## src/rtl/conv_fmap_collector.sv

```systemverilog
// conv_fmap_collector
//   Receiving end of the 3x3 convolution result stream. Each qualified
//   accumulator sample is passed through ReLU, an arithmetic right shift
//   and a saturating clamp, then written into a local frame buffer. Once a
//   full IMG x IMG frame has been collected, the buffer is drained in raster
//   order over a valid/ready interface to the next layer.
//
// Ports
//   clk        : clock, all logic on the rising edge
//   rst        : synchronous active-high reset
//   in_data    : signed convolution result, sampled when in_en = 1
//   in_en      : input sample qualifier (no backpressure toward the source)
//   out_data   : requantised pixel, registered
//   out_valid  : out_data is valid
//   out_ready  : downstream accept; a transfer is out_valid & out_ready
//   out_last   : high with the final pixel of the frame
//   frame_done : one-cycle pulse after the last pixel transfer
//   overflow   : sticky, a sample arrived while not collecting
//   busy       : high while draining
module conv_fmap_collector #(
  parameter int W3    = 21,
  parameter int WO    = 9,
  parameter int SHIFT = 8,
  parameter int IMG   = 7,
  parameter int AW    = 6
) (
  input  logic          clk,
  input  logic          rst,
  input  logic [W3-1:0] in_data,
  input  logic          in_en,
  output logic [WO-1:0] out_data,
  output logic          out_valid,
  input  logic          out_ready,
  output logic          out_last,
  output logic          frame_done,
  output logic          overflow,
  output logic          busy
);

  localparam logic            ST_COLLECT = 1'b0;
  localparam logic            ST_DRAIN   = 1'b1;
  localparam logic [AW-1:0]   LAST_ADDR  = AW'(IMG*IMG-1);
  localparam logic [W3-1:0]   QMAX       = W3'((1 << (WO-1)) - 1);

  logic            state_q, state_d;
  logic [AW-1:0]   wr_cnt_q, wr_cnt_d;
  logic [AW-1:0]   rd_cnt_q, rd_cnt_d;
  logic [WO-1:0]   out_data_q, out_data_d;
  logic            out_valid_q, out_valid_d;
  logic            out_last_q, out_last_d;
  logic            frame_done_q, frame_done_d;
  logic            overflow_q, overflow_d;

  logic [WO-1:0]   mem_q [2**AW];
  logic            wr_en;
  logic [AW-1:0]   rd_next;

  logic [W3-1:0]   relu;
  logic [W3-1:0]   shifted;
  logic [WO-1:0]   pix;

  // Pixel transform: negative accumulators become zero, the rest are
  // requantised by a truncating shift and saturated to the largest
  // positive value that fits a signed WO-bit pixel.
  always_comb begin
    relu    = in_data[W3-1] ? '0 : in_data;
    shifted = relu >> SHIFT;
    pix     = (shifted > QMAX) ? QMAX[WO-1:0] : shifted[WO-1:0];
  end

  // Next-state logic. rd_cnt always names the pixel currently presented
  // on out_data, so out_last is simply "rd_cnt is the final address".
  // The first DRAIN cycle has out_valid low; it is used to load pixel 0
  // into the output register. After that the register only reloads on a
  // transfer, which keeps data and last stable under backpressure.
  always_comb begin
    state_d      = state_q;
    wr_cnt_d     = wr_cnt_q;
    rd_cnt_d     = rd_cnt_q;
    out_data_d   = out_data_q;
    out_valid_d  = out_valid_q;
    out_last_d   = out_last_q;
    frame_done_d = 1'b0;
    overflow_d   = overflow_q | (in_en & (state_q == ST_DRAIN));
    wr_en        = 1'b0;
    rd_next      = rd_cnt_q + 1'b1;

    case (state_q)
      ST_COLLECT: begin
        if (in_en) begin
          wr_en = 1'b1;
          if (wr_cnt_q == LAST_ADDR) begin
            wr_cnt_d = '0;
            state_d  = ST_DRAIN;
          end else begin
            wr_cnt_d = wr_cnt_q + 1'b1;
          end
        end
      end
      default: begin
        if (!out_valid_q) begin
          out_data_d  = mem_q[rd_cnt_q];
          out_last_d  = (rd_cnt_q == LAST_ADDR);
          out_valid_d = 1'b1;
        end else if (out_ready) begin
          if (rd_cnt_q == LAST_ADDR) begin
            out_valid_d  = 1'b0;
            out_last_d   = 1'b0;
            frame_done_d = 1'b1;
            rd_cnt_d     = '0;
            state_d      = ST_COLLECT;
          end else begin
            rd_cnt_d   = rd_next;
            out_data_d = mem_q[rd_next];
            out_last_d = (rd_next == LAST_ADDR);
          end
        end
      end
    endcase
  end

  // Control and output registers with synchronous reset; a reset abandons
  // whatever frame was being collected or drained.
  always_ff @(posedge clk) begin
    if (rst) begin
      state_q      <= ST_COLLECT;
      wr_cnt_q     <= '0;
      rd_cnt_q     <= '0;
      out_data_q   <= '0;
      out_valid_q  <= 1'b0;
      out_last_q   <= 1'b0;
      frame_done_q <= 1'b0;
      overflow_q   <= 1'b0;
    end else begin
      state_q      <= state_d;
      wr_cnt_q     <= wr_cnt_d;
      rd_cnt_q     <= rd_cnt_d;
      out_data_q   <= out_data_d;
      out_valid_q  <= out_valid_d;
      out_last_q   <= out_last_d;
      frame_done_q <= frame_done_d;
      overflow_q   <= overflow_d;
    end
  end

  // Frame buffer. Contents survive reset; they are always rewritten
  // before being read back.
  always_ff @(posedge clk) begin
    if (wr_en && !rst) begin
      mem_q[wr_cnt_q] <= pix;
    end
  end

  assign out_data   = out_data_q;
  assign out_valid  = out_valid_q;
  assign out_last   = out_last_q;
  assign frame_done = frame_done_q;
  assign overflow   = overflow_q;
  assign busy       = (state_q == ST_DRAIN);

endmodule
```

## config.mk

```make
export PLATFORM = sky130hd
export DESIGN_NAME = conv_fmap_collector
export DESIGN_NICKNAME = d
export VERILOG_FILES = /design/src/rtl/conv_fmap_collector.sv
export SDC_FILE = /design/constraint.sdc
export NUM_CORES = 1
export LEC_CHECK = 0
export ABC_CLOCK_PERIOD_IN_PS = 3190
export CORE_MARGIN = 1
export CORE_UTILIZATION = 40
export CTS_BUF_LIST = sky130_fd_sc_hd__clkbuf_8
export DETAILED_ROUTE_END_ITERATION = 16
export MAX_ROUTING_LAYER = met4
export PLACE_DENSITY_LB_ADDON = 0.05
export REMOVE_ABC_BUFFERS = 1
export SLEW_MARGIN = 15
export SYNTH_ARGS = -nofsm -noshare
export SYNTH_HDL_FRONTEND = slang
export SYNTH_SLANG_ARGS = --single-unit
```

## constraint.sdc

```tcl
create_clock -name clk -period 3.19 [get_ports clk]
set_clock_uncertainty 0.15 [all_clocks]
set_input_delay 0.7975 -clock clk [delete_from_list [all_inputs] [get_ports clk]]
set_output_delay 0.7975 -clock clk [all_outputs]
set_load 0.02 [all_outputs]
```

# Yosys cells after proc, flatten, opt, wreduce, memory -nomap -nowiden
# Memory sizes are Yosys's and may differ from the RTL's. A register that Yosys moved wholly into a read port is not among the register bits.
# Index checks and enable logic that the tools add are counted.
# totals
n_memories	1
out_inout_bits	14
reg_bits	26
input_bits	25
ram_bits	576
# classes
n_lt_le_gt_ge	1
add_sub_neg	2
reduce_logical	7
bitwise_logic	5
n_eq_ne	5
muxes	23
# memory_table
name	depth	width	rd	rd_ports_with_merged_regs	write_ports	line	text
mem_q	64	9	2	1	1	54	logic [WO-1:0] mem_q [2**AW];
# op_table
op	count
2-to-1 mux 9 bit	4
2-to-1 mux 6 bit	4
2-to-1 mux 20 bit	1
equality test 6 bit, second input constant	3
2-to-1 mux 1 bit	14
adder 6 x 1 -> 6 bit, second input constant	2
> comparator 12 x 8 -> 1 bit, second input constant	1
AND reduction 3 bit	2
!= test 2 bit, second input constant	2
AND reduction 2 bit	2
OR reduction 4 bit	1
inverter 1 bit	3
bitwise AND 1 bit	1
logical AND 1 bit	1
zero test 1 bit	1
OR 1 bit	1

# Logic depth before layout (Yosys ltp)
# logic_depth
word_depth	5
ltp_mapped	14
mapped_depth_nobuf	8

# Worst setup path after synthesis
# OpenSTA, ideal clock, no wires.
# synth_path
kind	flip-flop to flip-flop
startpoint	reg rd_cnt_q[0]
endpoint	reg out_data_q[5], in the netlist out_data[5]
required_ns	2.912
path_slack_ns	-0.305
stages_incl_launch_ff	13
synth_period_minus_slack_ns	3.495
arrival_ns	3.216
cell_sequence	dfxtp_1 > buf_2 > buf_2 > buf_2 > inv_1 > ha_1 > buf_4 > buf_2 > mux4_2 > mux4_2 > o2111ai_1 > and3_1 > nor4_1
# synth_via
elab_chain_len	5
elab_cells_between_ends	8
# synth_lines
item	line	text
start, declared	47	logic [AW-1:0] rd_cnt_q, rd_cnt_d;
start signal, assigned	137	rd_cnt_q <= rd_cnt_d;
adder 6 x 1 -> 6 bit	86	rd_next = rd_cnt_q + 1'b1;
memory (64 x 9 bit)	--	
2-to-1 mux 9 bit	106	if (rd_cnt_q == LAST_ADDR) begin
2-to-1 mux 9 bit	105	end else if (out_ready) begin
2-to-1 mux 9 bit	101	if (!out_valid_q) begin
end signal, assigned	138	out_data_q <= out_data_d;
end, declared	48	logic [WO-1:0] out_data_q, out_data_d;
# Parallel ways exist; a longest one is shown, timed or not. The select of a mux whose other input is x is not followed.
# A chain may end at the register's enable or synchronous reset.

# Final worst setup path
# layout_path
startpoint	reg rd_cnt_q[1]
endpoint	reg out_data_q[7], in the netlist out_data[7]
# Same word-level chain as after synthesis.

==> impl_metrics.ini <==
[route]
wl_per_cell_um = 29.68
viasPerCell = 5.754
wirelength_um = 87580
wl_met3_um = 5166
drt_pass1_iterations = 5
via_count = 16980
antenna_left = 0
drt_iter0_markers = 1701
drc = 0
m1WireLength_um = 37910
dr_wl_met2_um = 42130
maxUsedRoutingLayer = met4

[global_routing]
gr-usage-all-layers_pct = 24.82
antenna_found_initial = 1
overflow = 0
grt_pass1_wl_um = 125300
grt_max_degree = 68
grt_pass1_vias = 17550

[power_and_ir_drop]
p_seq_share_pct = 54.9
ir_drop_mv = 0.2495
power.leakage_nw = 10.90
p_sw_share_pct = 21.47
powerDensity_nw_per_um2 = 460.3
p_comb_share_pct = 2.0
p_clk_share_pct = 43.2
power.internal_w = 0.01254
power_switching_w = 0.003430

[floorplanning]
start_util_pct = 40.36
core-area_sq_um = 71360
core.rowCount = 98
chipWidth_um = 270.3
ios = 39
dieArea_sq_um = 73070
die_h_um = 270.3

[setup_path]
r2r_start = rd_cnt_q[1]
path_delay_family = multiplexers
startpoint_type = flip-flop
critPathBufInv = 3
arrival_ps = 3510
reg2reg_depth = 10
crit_path_cell_trace = inv_1, ha_4, buf_12, buf_16, mux4_2, mux2i_1, mux2_2, o221ai_1, a221oi_1, a2111oi_0
crit_fanout = 13
critPathMaxStageDelay_ps = 500
r2r-end = out_data[7]
critPathCaptureType = flip-flop
cp.depth = 10
rrSetupSlack_ps = 100
path_class = reg -> reg
cpMaxStageDelayCell = mux4_2
required_ps = 3610

[synth]
async_reset_ff_share_pct = 0
synth_cell_types = 67
ys.warnings.count = 0
yosysSeqAreaShare_pct = 62.28
avgSynthCellArea_sq_um = 18.07
synth-edff-count = 576
synth_area_sq_um = 28800
dominantRegCellSynth = edfxtp_1
syn_inst = 1594
ys_seq_elements = 608

[clock_tree]
clockRootBuffer = clkbuf_8
cts_buffer_depth = 3
cts_buffers = 101
cts_sinks = 608
clk_pin_slew_worst_paths_ps = 60
cts_tree = built
insertion_delay_ps = 710
htreeDepth = 3
ctsHoldBuffers = 0

[sta]
rsz0062_at_grt = no
fin_ws_ps = 97.27
setup_viol = 0
post-route-min-period_ps = 3093
setup_tns_ps = 0
drv_slew = 0
period_share_pct = 96.95
hold_viol = 0
max_freq_mhz = 323.3
slew_headroom_pct = 32.79
worst_slew_pin_slew_ps = 1006

[status]
status = complete, no violations

[hold_path]
min_to = overflow
worst_hold_path_type = reg -> reg
hold_depth = 2
hp-start = overflow

[placed_design]
dp_hpwl_um = 59230
preCtsSetupSlack_ps = -75.86
io_buffer_count = 30
placed_area_sq_um = 32540
gp_congestion = 0.8989

[run]
max_cap_viol_count = 0

[cells_and_area]
final_cell_mix = 576 x edfxtp_1, 271 x mux4_2, 184 x buf_4, 135 x nor2_1, 115 x mux2i_1
fin_area_sq_um = 34710
fin_util_pct = 48.64
final_nets = 1952
final_common_cell = edfxtp_1
area_growth_pct = 20.52
drive_gt1_share_pct = 34.72
==> registers in the layout, indices dropped and copies added (netlist names), named ones only <==
name,count
out_data,9
mem_q,576
out_valid,1
wr_cnt_q,6
overflow,1
rd_cnt_q,6
frame_done,1
out_last,1
busy,1
==> Yosys cell counts, types with 6 or more instances <==
cell,number,share of area (%)
nand2b_1,7,0.15
o31ai_1,8,0.21
and3_1,9,0.20
nand3_1,18,0.31
o2111ai_1,10,0.30
o22ai_1,20,0.43
nor4_1,6,0.13
mux4_2,271,21
o21ai_0,11,0.19
nor2_1,143,1.9
xor2_1,6,0.18
a22oi_1,29,0.76
edfxtp_1,576,60
dfxtp_1,32,2.2
buf_2,36,0.63
clkbuf_1,30,0.39
a21oi_1,32,0.56
mux4_1,6,0.55
a211oi_1,6,0.16
mux2i_1,115,4.0
nand2_1,50,0.65
buf_1,11,0.14
buf_4,30,0.78
and2_1,10,0.22
inv_1,6,0.078
buf_6,12,0.47
a31oi_1,6,0.13
nor2b_1,17,0.37
==> cells by family after synthesis <==
group / after synthesis / share of synthesized area, %
buffers and inverters: 128 / 2.620
flip-flops: 608 / 62.28
XOR/XNOR: 12 / 0.3910
AO/OA/AOI/OAI: 158 / 3.910
AND/OR/NAND/NOR: 284 / 4.449
other: 1 / 0.01302
multiplexers: 398 / 26.12
adder cells (fa/ha/maj): 5 / 0.2172
==> how the worst max path moves through the flow <==
| stage | to | slack, ps | startpoint |
|---|---|---|---|
| finish | out_data[7] | 100 | rd_cnt_q[1] |
| global placement | mem_q[63][1] | -70 | in_en |
| CTS | out_data[0] | 30 | flip-flop |
| global route | out_data[7] | 0.8 | rd_cnt_q[1] |
| detailed placement | mem_q[63][0] | -80 | in_en |
| floorplan | out_data[7] | -8170 | rd_cnt_q[0] |
==> what timing repair did <==
item                       in CTS  in global routing
cloned                          0                  2
hold endpoints to repair        0                  0
buffers inserted                0                  8
pin swaps                       0                  1
setup endpoints to repair       1                  4
gates resized for setup         1                  3
==> per-layer routing <==
| layer | GRT usage [%] | vias up |
|---|---|---|
| li1 | - | 7277 |
| met1 | 33.13 | 8991 |
| met2 | 39.15 | 597 |
| met3 | 3.778 | 116 |
| met4 | 7.954 | 0 |
| met5 | - | - |
==> per-stage QoR <==
step                instances  total power (W)  hold slack (ps)
finish                   2951          0.01597            338.0
global route             2951          0.01646            390.4
CTS                      2939          0.01611            337.1
detailed placement       2759         0.009242            314.2
global placement         2759         0.009237            313.3
floorplan                1535         0.009048            341.5
==> worst register-to-register path, stage by stage, from the launching register on <==
cell and delay [ps]:
dfxtp_1 370, inv_1 90, ha_4 340, buf_12 130, buf_16 170, mux4_2 510, mux2i_1 300, mux2_2 240
o221ai_1 190, a221oi_1 360, a2111oi_0 110
==> cell type report <==
cell class | count | area, sq um
fillers | 6049 | 36660
multi-input cells | 921 | 10460
well taps | 950 | 1189
flip-flops and latches | 608 | 17950
inverters | 6 | 22.52
diodes | 2 | 5.005
clock inverters | 71 | 475.5
clock buffers | 109 | 1500
repair buffers | 284 | 3108
==> power by group through the flow <==
stage | clock, W | combinational, W | sequential, W
6_report | 0.00690 | 0.000316 | 0.00876
5_1_grt | 0.00736 | 0.000337 | 0.00876
4_1_cts | 0.00704 | 0.000313 | 0.00876
3_5_place_dp | 0 | 0.000312 | 0.00893
3_3_place_gp | 0 | 0.000308 | 0.00893
2_1_floorplan | 0 | 0.000110 | 0.00894
No activity file was read; power rests on OpenSTA's default activity.
